`src/rtl/i2c_pkg.sv`:
```
// Package: i2c_pkg
// Shared types and constants for the single-byte I2C master.
//   i2c_state_e   - controller FSM states
//   I2C_RW_*      - R/W bit values as they appear on the wire
//   I2C_ACK/NACK  - acknowledge bit values as they appear on the wire
//   i2c_addr_byte - builds the first byte of a transfer {addr, rw}
package i2c_pkg;

   typedef enum logic [3:0] {
      IDLE,
      START,
      ADDR,
      AACK,
      WDATA,
      WACK,
      RDATA,
      RACK,
      STOP
   } i2c_state_e;

   localparam logic I2C_RW_WRITE = 1'b0;
   localparam logic I2C_RW_READ  = 1'b1;
   localparam logic I2C_ACK      = 1'b0;
   localparam logic I2C_NACK     = 1'b1;

   function automatic logic [7:0] i2c_addr_byte(input logic [6:0] addr, input logic rw);
      return {addr, rw};
   endfunction

endpackage

```
`src/rtl/i2c_tick_gen.sv`:
```
// Module: i2c_tick_gen
// Quarter-bit timebase. A counter runs 0..DIV-1; each wrap produces a
// one-cycle registered tick and advances the quarter index qtr (Q0..Q3).
// Ports:
//   clk, rst_n - system clock, asynchronous active-low reset
//   clr        - restart the timebase at Q0 with the counter at zero
//   hold       - freeze the counter (clock stretching); no tick while held
//   tick       - one-cycle pulse: qtr has just moved to a new quarter
//   qtr        - current quarter index
module i2c_tick_gen #(
   parameter int DIV = 250
) (
   input  logic       clk,
   input  logic       rst_n,
   input  logic       clr,
   input  logic       hold,
   output logic       tick,
   output logic [1:0] qtr
);

   localparam int CW = (DIV > 2) ? $clog2(DIV) : 1;

   logic [CW-1:0] cnt;

   always_ff @(posedge clk or negedge rst_n) begin
      if (!rst_n) begin
         cnt  <= '0;
         tick <= 1'b0;
         qtr  <= 2'd0;
      end else if (clr) begin
         cnt  <= '0;
         tick <= 1'b0;
         qtr  <= 2'd0;
      end else if (hold) begin
         tick <= 1'b0;
      end else if (cnt == CW'(DIV - 1)) begin
         cnt  <= '0;
         tick <= 1'b1;
         qtr  <= qtr + 2'd1;
      end else begin
         cnt  <= cnt + 1'b1;
         tick <= 1'b0;
      end
   end

endmodule

```
`src/rtl/i2c_master_ctrl.sv`:
```
// Module: i2c_master_ctrl
// Single-byte I2C master: START, 7-bit address + R/W, one data byte, STOP.
// SCL/SDA are open drain: *_oe=1 pulls the line low, 0 releases it.
// Optional feature macro: I2C_CLK_STRETCH_EN - when defined, the quarter
// timebase freezes while SCL is released by us but still sensed low.
// Ports:
//   cmd_valid/cmd_ready         - command handshake, cmd_ready high only in IDLE
//   cmd_addr/cmd_rw/cmd_wdata   - command fields, latched on the handshake
//   rsp_valid                   - one-cycle pulse when the STOP completes
//   rsp_rdata/rsp_nack          - read byte (0 for writes) and NACK flag
//   busy                        - handshake through rsp_valid cycle inclusive
//   scl_oe/sda_oe               - pad pull-down enables
//   scl_i/sda_i                 - pad senses (sda_i synchronized here)
// Handshake rule: a command transfers on a cycle where cmd_valid and
// cmd_ready are both high; cmd_ready is a register that is low from the
// handshake until the cycle after rsp_valid, so the two never coincide.
module i2c_master_ctrl
   import i2c_pkg::*;
#(
   parameter int CLK_FREQ = 100_000_000,
   parameter int I2C_FREQ = 100_000
) (
   input  logic       clk,
   input  logic       rst_n,
   input  logic       cmd_valid,
   output logic       cmd_ready,
   input  logic [6:0] cmd_addr,
   input  logic       cmd_rw,
   input  logic [7:0] cmd_wdata,
   output logic       rsp_valid,
   output logic [7:0] rsp_rdata,
   output logic       rsp_nack,
   output logic       busy,
   output logic       scl_oe,
   output logic       sda_oe,
   input  logic       scl_i,
   input  logic       sda_i
);

   localparam int DIV = CLK_FREQ / (4 * I2C_FREQ);

   if (DIV < 2) begin : g_div_check
      $error("i2c_master_ctrl: CLK_FREQ/(4*I2C_FREQ) must be at least 2");
   end

   i2c_state_e state;
   logic [2:0] bit_cnt;
   logic [7:0] shreg;
   logic       rw_q;
   logic [7:0] wdata_q;
   logic       ack_smp;
   logic       nack_flag;
   logic       sda_meta;
   logic       sda_sync;
   logic       tick;
   logic [1:0] qtr;
   logic       clr;
   logic       hold;

   assign clr = cmd_valid & cmd_ready;

`ifdef I2C_CLK_STRETCH_EN
   // Released SCL that still reads low means a slave is stretching the clock.
   assign hold = (state != IDLE) && !scl_oe && !scl_i;
`else
   logic unused_scl_i;
   assign hold         = 1'b0;
   assign unused_scl_i = scl_i;
`endif

   i2c_tick_gen #(.DIV(DIV)) u_tick (
      .clk   (clk),
      .rst_n (rst_n),
      .clr   (clr),
      .hold  (hold),
      .tick  (tick),
      .qtr   (qtr)
   );

   always_ff @(posedge clk or negedge rst_n) begin
      if (!rst_n) begin
         sda_meta <= 1'b1;
         sda_sync <= 1'b1;
      end else begin
         sda_meta <= sda_i;
         sda_sync <= sda_meta;
      end
   end

   // Every action happens on a tick, i.e. on entry to quarter qtr. A tick
   // with qtr==0 closes the current bit-time and opens the next one.
   always_ff @(posedge clk or negedge rst_n) begin
      if (!rst_n) begin
         state     <= IDLE;
         cmd_ready <= 1'b1;
         busy      <= 1'b0;
         rsp_valid <= 1'b0;
         rsp_rdata <= 8'h00;
         rsp_nack  <= 1'b0;
         scl_oe    <= 1'b0;
         sda_oe    <= 1'b0;
         bit_cnt   <= 3'd0;
         shreg     <= 8'h00;
         rw_q      <= 1'b0;
         wdata_q   <= 8'h00;
         ack_smp   <= 1'b0;
         nack_flag <= 1'b0;
      end else begin
         rsp_valid <= 1'b0;
         case (state)
            IDLE: begin
               if (cmd_valid && cmd_ready) begin
                  state     <= START;
                  cmd_ready <= 1'b0;
                  busy      <= 1'b1;
                  shreg     <= i2c_addr_byte(cmd_addr, cmd_rw);
                  rw_q      <= cmd_rw;
                  wdata_q   <= cmd_wdata;
                  nack_flag <= 1'b0;
                  scl_oe    <= 1'b0;
                  sda_oe    <= 1'b0;
               end else begin
                  cmd_ready <= 1'b1;
                  busy      <= 1'b0;
               end
            end
            START: if (tick) begin
               case (qtr)
                  2'd2: sda_oe <= 1'b1;
                  2'd3: scl_oe <= 1'b1;
                  2'd0: begin
                     state   <= ADDR;
                     bit_cnt <= 3'd0;
                     sda_oe  <= ~shreg[7];
                  end
                  default: ;
               endcase
            end
            ADDR, WDATA: if (tick) begin
               case (qtr)
                  2'd2: scl_oe <= 1'b0;
                  2'd0: begin
                     scl_oe <= 1'b1;
                     if (bit_cnt == 3'd7) begin
                        state  <= (state == ADDR) ? AACK : WACK;
                        sda_oe <= 1'b0;
                     end else begin
                        bit_cnt <= bit_cnt + 3'd1;
                        shreg   <= {shreg[6:0], 1'b0};
                        sda_oe  <= ~shreg[6];
                     end
                  end
                  default: ;
               endcase
            end
            AACK, WACK: if (tick) begin
               case (qtr)
                  2'd2: scl_oe  <= 1'b0;
                  2'd3: ack_smp <= sda_sync;
                  2'd0: begin
                     scl_oe <= 1'b1;
                     if (ack_smp == I2C_NACK || state == WACK) begin
                        // STOP opens with SCL and SDA both low.
                        nack_flag <= (ack_smp == I2C_NACK);
                        state     <= STOP;
                        sda_oe    <= 1'b1;
                     end else if (rw_q == I2C_RW_WRITE) begin
                        state   <= WDATA;
                        bit_cnt <= 3'd0;
                        shreg   <= wdata_q;
                        sda_oe  <= ~wdata_q[7];
                     end else begin
                        state   <= RDATA;
                        bit_cnt <= 3'd0;
                        sda_oe  <= 1'b0;
                     end
                  end
                  default: ;
               endcase
            end
            RDATA: if (tick) begin
               case (qtr)
                  2'd2: scl_oe <= 1'b0;
                  2'd3: shreg  <= {shreg[6:0], sda_sync};
                  2'd0: begin
                     scl_oe <= 1'b1;
                     if (bit_cnt == 3'd7) state <= RACK;
                     else bit_cnt <= bit_cnt + 3'd1;
                  end
                  default: ;
               endcase
            end
            RACK: if (tick) begin
               // SDA stays released: the master NACKs its single read byte.
               case (qtr)
                  2'd2: scl_oe <= 1'b0;
                  2'd0: begin
                     scl_oe <= 1'b1;
                     sda_oe <= 1'b1;
                     state  <= STOP;
                  end
                  default: ;
               endcase
            end
            STOP: if (tick) begin
               case (qtr)
                  2'd1: scl_oe <= 1'b0;
                  2'd2: sda_oe <= 1'b0;
                  2'd0: begin
                     state     <= IDLE;
                     rsp_valid <= 1'b1;
                     rsp_nack  <= nack_flag;
                     rsp_rdata <= (rw_q == I2C_RW_READ && !nack_flag) ? shreg : 8'h00;
                  end
                  default: ;
               endcase
            end
            default: state <= IDLE;
         endcase
      end
   end

endmodule

```
`config.mk`:
```
export PLATFORM = sky130hd
export DESIGN_NAME = i2c_master_ctrl
export DESIGN_NICKNAME = d
export VERILOG_FILES = /design/src/rtl/i2c_pkg.sv /design/src/rtl/i2c_tick_gen.sv /design/src/rtl/i2c_master_ctrl.sv
export SDC_FILE = /design/constraint.sdc
export NUM_CORES = 1
export LEC_CHECK = 0
export ABC_CLOCK_PERIOD_IN_PS = 2860
export CORE_UTILIZATION = 55
export DETAILED_ROUTE_END_ITERATION = 12
export GPL_TIMING_DRIVEN = 1
export HOLD_SLACK_MARGIN = 0.05
export PLACE_DENSITY = 0.79
export SLEW_MARGIN = 5
export SYNTH_ARGS = -nofsm -noshare
export SYNTH_HDL_FRONTEND = slang
export SYNTH_SLANG_ARGS = --single-unit
```
`constraint.sdc`:
```
create_clock -name clk -period 2.86 [get_ports clk]
set_clock_uncertainty 0.05 [all_clocks]
set_input_delay 0.429 -clock clk [delete_from_list [all_inputs] [get_ports clk]]
set_output_delay 0.429 -clock clk [all_outputs]
set_load 0.01 [all_outputs]
```
==> results of run 1 <==
[metrics by stage]
| stage | instances | cell area [um2] | util | setup WS [ns] |
|---|---|---|---|---|
| 2_1_floorplan | 281 | 2780 | - | 0.770 |
| 3_3_place_gp | 375 | 3180 | 0.664 | 0.653 |
| 3_5_place_dp | 375 | 3180 | 0.664 | 0.591 |
| 4_1_cts | 384 | 3270 | 0.683 | 0.565 |
| 5_1_grt | 384 | 3270 | 0.683 | 0.395 |
| 6_report | 384 | 3270 | 0.683 | 0.548 |
[synthesized netlist by cell type, types with 3 or more instances]
library cell	instances
dfrtp_1	50
nand2_1	41
inv_1	17
nor2_1	17
nand3_1	15
a21oi_1	14
mux2_2	13
mux2i_1	11
o21ai_0	11
buf_2	10
ha_1	8
a22o_1	7
nor2b_1	6
o31ai_1	4
xnor2_1	4
xor2_1	4
clkbuf_1	3
dfstp_2	3
nand2b_1	3
nor3_1	3
[report_power, final]
part | internal [uW] | total [uW] | switching, uW
clock | 174 | 410 | 236
combinational | 24.7 | 43.4 | 18.7
sequential | 751 | 752 | 0.641
total | 950 | 1210 | 256
[layout make-up]
class	instances	area (um2)	area share
well taps	67	83.8	0.0256
inverters	18	67.6	0.0207
clock buffers	7	76.3	0.0233
clock inverters	1	7.51	0.00230
repair buffers	43	403	0.123
multi-input cells	195	1300	0.398
flip-flops and latches	53	1330	0.407
[timing repair]
action / CTS / global route
hold endpoints to repair: 14 / 0
endpoints found under the setup margin: 0 / 0
hold buffers: 1 / 0
[cells by family (layout without fill, tap and decap cells)]
logic type	Yosys count	after routing
AO/OA/AOI/OAI	52	52
buffers and inverters	33	69
flip-flops	53	53
multiplexers	26	26
XOR/XNOR	8	8
adder cells (fa/ha/maj)	8	8
AND/OR/NAND/NOR	101	101
[worst max-delay path, stage by stage (launching register included)]
cell and delay [ns]:
dfrtp_1 0.43, inv_1 0.10, ha_1 0.40, nand2_1 0.15, a31oi_1 0.25, o21ai_0 0.12, nor3_1 0.20, buf_4 0.17
mux2_2 0.33
[layer usage]
metal | routed length, um | GRT usage
met3 | 263 | 0.0511
met2 | 2670 | 0.364
met5 | 0 | 0
met1 | 2540 | 0.304
met4 | 33 | 0.0763
[cell usage in the layout, fill, tap and decap left out, types with 11 or more instances in the layout]
master / synthesis / final
dfrtp_1: 50 / 50
nand2_1: 41 / 41
clkdlybuf4s50_1: 0 / 32
inv_1: 17 / 17
nor2_1: 17 / 17
nand3_1: 15 / 15
a21oi_1: 14 / 14
mux2_2: 13 / 13
mux2i_1: 11 / 11
o21ai_0: 11 / 11
[sequential cells by signal (all words and copies together) (netlist names), 2 cells and up]
register / flops
u_tick.cnt: 8
bit_cnt: 3
shreg: 8
state: 4
u_tick.qtr: 2
wdata_q: 8
rsp_rdata: 8
[worst max-delay path by stage]
stage | start | end | slack [ns]
after floorplan | u_tick.qtr[0] | bit_cnt[0] | 0.77
after global placement | u_tick.qtr[0] | bit_cnt[0] | 0.65
after detailed placement | u_tick.qtr[0] | bit_cnt[0] | 0.59
after CTS | u_tick.qtr[0] | bit_cnt[0] | 0.56
after global routing | u_tick.qtr[0] | bit_cnt[0] | 0.40
final | u_tick.qtr[0] | bit_cnt[0] | 0.55
==> qor.yml, run 1 <==
run_status:
  status: "complete, no violations"
placed_design:
  place.gp.congestion: 0.917
  hpwl_um: 4020
  portBuffers: 33
global_routing:
  grt_pass1_wl_um: 9290
  antenna_found_initial: 0
  grt_max_degree: 23
  track_usage: 0.226
  grt-ovfl-total: 0
  grt_pass1_vias: 2056
route:
  drcViolationCount: 0
  ant_nets: 0
  via_per_inst: 5.65
  vias: 2170
  post_drt_wl_per_cell_um: 14.3
  drtPass1Iterations: 4
  drtIter0Drc: 190
  drt-total-wl_um: 5500
sta:
  rsz0062_at_grt: "no"
  fin_crit_sh: 0.808
  period_minus_slack_ns: 2.31
  setup_viol: 0
  timing_hold_violations_final: 0
  whs_ns: 0.313
  fmax_mhz: 433
  worst_slew_pin_slew_ns: 0.552
  slew_headroom: 0.632
  fin_tns_setup_ns: 0
  maxSlewViolCount: 0
synthesis:
  synth_warnings: 0
  ys_ff_latch: 53
  synth.area.top_cells: "dfrtp_1 45%, nand2_1 5.5%, mux2_2 5.3%"
  synth_simple_gate_area_frac: 0.176
  async_flop_share: 1.00
  synth_top_family_by_area: "simple AND/OR/NAND/NOR gates"
  synth_area_mm2: 0.00278
  synthXorXnorAreaFrac: 0.0252
  netlist_instances: 281
  synth.avg_cell_area_um2: 9.89
  synth_nets: 310
  synth_top_cell_by_area: "dfrtp_1"
  synth_cell_types: 49
  yosys.area.top_type_share: 0.450
  synth_compound_area_frac: 0.129
  synth_edf_count: 0
  yosys-mux-area-fraction: 0.103
  seq_area_frac_synth: 0.478
  yosys.area_share.adder: 0.0360
  ys.flop_type: "dfrtp_1"
critical_path:
  required_ns: 3.00
  cp_max_fo: 11
  rrSetupSlack_ns: 0.55
  r2r_cells: 8
  startpoint_type: "flip-flop"
  worstPathArrival_ns: 2.45
  r2r_end: "bit_cnt[0]"
  path_class: "reg2reg"
  r2r_start: "u_tick.qtr[0]"
  endpoint_kind: "flip-flop"
min_path:
  hold_depth: 0
  holdPathEnd: "sda_sync"
  hold_class: "reg2reg"
  hp-start: "sda_meta"
finish:
  drive_gt1_frac: 0.132
  area_growth_pct: 17.6
  nets: 345
  filler_cell_count: 379
  antennaDiodeCount: 0
job:
  drv_cap: 0
power_and_ir_drop:
  finalPower_uw: 1210
  p_leak_uw: 0.00159
  powerDensity_mw_per_mm2: 369
  irDropWorstVdd_mv: 0.357
clocking:
  cts_resized: 0
  cts-root-buf: "clkbuf_8"
  clkLatencyLatePin_ns: 0.30
  numClockSinks: 53
  post_cts_buffers: 0
  htree_num_levels: 2
  cts_tree: "yes"
  clockBufferDepth: 2
  numCtsBuffers: 5
  path_clk_slew_ns: 0.10
die:
  die_y_um: 73.1
  core_mm2: 0.00479
  io_pins: 35
  dieArea_mm2: 0.00534
  fp.dieW_um: 73.1
  initial_core_util: 0.581
  num_rows: 25
No activity file was read; power rests on OpenSTA's default activity.
==> run 2, diff against run 1 <==
--- a/config.mk
+++ b/config.mk
@@ -5,7 +5,7 @@
 export SDC_FILE = /design/constraint.sdc
 export NUM_CORES = 1
 export LEC_CHECK = 0
-export ABC_CLOCK_PERIOD_IN_PS = 2860
+export ABC_CLOCK_PERIOD_IN_PS = 2300
 export CORE_UTILIZATION = 55
 export DETAILED_ROUTE_END_ITERATION = 12
 export GPL_TIMING_DRIVEN = 1
==> constraint.sdc (replaced) <==
create_clock -name clk -period 2.3 [get_ports clk]
set_clock_uncertainty 0.05 [all_clocks]
set_input_delay 0.345 -clock clk [delete_from_list [all_inputs] [get_ports clk]]
set_output_delay 0.345 -clock clk [all_outputs]
set_load 0.01 [all_outputs]
==> run 2 against run 1 <==
Compared with the run above: count of clock-buffer cells in the layout unchanged; clock power up 41%; utilization up 1.7 points; sequential cell count unchanged; power up 30%; register-to-register slack worse by 0.32 ns; combinational power up 30%; wire length up 2.4%; critical path type unchanged; largest cell class unchanged.
==> qor.yml, run 2 (synthesized netlist as in run 1, its figures left out) <==
sta:
  period_minus_slack_ns: 2.07  # -0.238 ns
  setup_ws_ns: 0.226  # -0.322 ns
  maxSlewViolCount: 0  # unchanged
  fmax_mhz: 482  # +11%
  fin_crit_sh: 0.902  # +0.0935
  fin_tns_setup_ns: 0  # unchanged
  worst_slew_pin_slew_ns: 0.512  # -0.0391 ns
  timing_hold_violations_final: 0  # unchanged
  setup_viol: 0  # unchanged
  slew_headroom: 0.658  # +0.0254
  whs_ns: 0.313  # -0.000123 ns
  rsz0062_at_grt: "no"
critical_path:
  endpoint_kind: "flip-flop"
  required_ns: 2.44  # -0.56 ns
  slowest_delay_ns: 0.62  # +0.19 ns
  cp_slowest_cell: "or4b_4"
  cp_max_fo: 10  # -1
  worstPathArrival_ns: 2.22  # -0.23 ns
  startpoint_type: "flip-flop"
  cp_cell_sequence: "or4b_4, o32a_1, o311ai_2, or2_4, mux2_4"
  path_class: "reg2reg"
global_routing:
  grt_max_degree: 54  # +130%
  grt_pass1_wl_um: 9320  # +0.30%
  grt_pass1_vias: 1969  # -4.2%
  track_usage: 0.230  # +0.00388
  grt-ovfl-total: 0  # unchanged
  antenna_found_initial: 0  # unchanged
placed_design:
  hpwl_um: 4150  # +3.3%
  pre_cts_slack_ns: 0.231  # -0.360 ns
  place.gp.congestion: 0.949  # +3.5%
  place_inst: 381  # +1.6%
  dpl_cell_area_mm2: 0.00323  # +1.8%
  portBuffers: 33  # unchanged
route:
  drtIter0Drc: 193  # +1.6%
  post_drt_wl_per_cell_um: 14.4  # +0.79%
  ant_nets: 0  # unchanged
  drcViolationCount: 0  # unchanged
  drt-total-wl_um: 5630  # +2.4%
  vias: 2163  # -0.32%
  drtPass1Iterations: 4  # unchanged
  via_per_inst: 5.55  # -1.9%
finish:
  fin_area_mm2: 0.00335  # +2.5%
  area_growth_pct: 20.6
  filler_cell_count: 365  # -3.7%
  nets: 351  # +1.7%
  final_common_cell: "dfrtp_1"
  final_cell_mix: "50 x dfrtp_1, 41 x nand2_1, 32 x clkdlybuf4s50_1"
  finalNonFillerCells: 390  # +1.6%
  antennaDiodeCount: 0  # unchanged
  drive_gt1_frac: 0.158  # +0.0254
job:
  drv_cap: 0  # unchanged
clocking:
  cts_tree: "yes"
  numClockSinks: 53  # unchanged
  htree_num_levels: 2  # unchanged
  clkLatencyLatePin_ns: 0.31  # about the same
  path_clk_slew_ns: 0.09  # about the same
  clockBufferDepth: 2  # unchanged
  cts-root-buf: "clkbuf_8"
  numCtsBuffers: 5  # unchanged
min_path:
  hold_class: "reg2reg"
power_and_ir_drop:
  irDropWorstVdd_mv: 0.437  # +22%
  powerDensity_mw_per_mm2: 468  # +27%
  p_leak_uw: 0.00164  # +2.9%
die:
  fp.dieW_um: 73.1  # unchanged
  core_mm2: 0.00479  # unchanged
  initial_core_util: 0.581  # unchanged
  dieArea_mm2: 0.00534  # unchanged
  die_y_um: 73.1  # unchanged
  io_pins: 35  # unchanged
  num_rows: 25  # unchanged
run_status:
  status: "complete, no violations"
run 2: cell type report:
class	count	area [um2]	share of cell area
Tap cell	67	83.8	0.0250
Clock inverter	1	8.76	0.00261
Inverter	18	67.6	0.0202
Timing Repair Buffer	49	460	0.137
Clock buffer	7	96.3	0.0287
Multi-Input combinational cell	195	1310	0.389
Sequential cell	53	1330	0.397
run 2: timing repair:
item                                    in CTS  in global routing
endpoints found under the setup margin       0                  1
setup buffers                                0                  0
hold buffers                                 1                  0
endpoints found under the hold margin       50                  0
resized for setup                            0                  1
run 2: report_power, final:
group | switching [uW] | internal (uW)
clock | 298 | 278
combinational | 23.4 | 33.2
sequential | 0.738 | 934
run 2: layer usage:
metal  GRT usage  up-vias  wire, um
met5           0        -         0
met4      0.0719        0        72
met3      0.0414        8       294
met2       0.372       68      2700
met1       0.316     1035      2570
li1            -     1052         -
run 2: worst max-delay path: cells and delay by family, from the launching register on:
kind / cells / cell delay (ns)
AO/OA/AOI/OAI: 2 / 0.30
flip-flops: 1 / 0.49
multiplexers: 1 / 0.29
AND/OR/NAND/NOR: 2 / 0.83
run 2: worst paths after layout:
path	to	from	depth (start not counted)	slack [ns]
worst max register to register	state[0]	state[1]	5	0.23
worst min-delay path	sda_sync	sda_meta	0	0.31
worst min register to register	sda_sync	sda_meta	0	0.31
max in group asynchronous	sda_sync	rst_n	3	1.41
worst max-delay path	state[0]	state[1]	5	0.23
min in group asynchronous	rsp_valid	rst_n	3	0.50
run 2: stage by stage:
stage,utilization,power (uW)
2_1_floorplan,-,954
3_3_place_gp,0.676,1010
3_5_place_dp,0.676,1010
4_1_cts,0.700,1580
5_1_grt,0.700,1620
6_report,0.700,1570
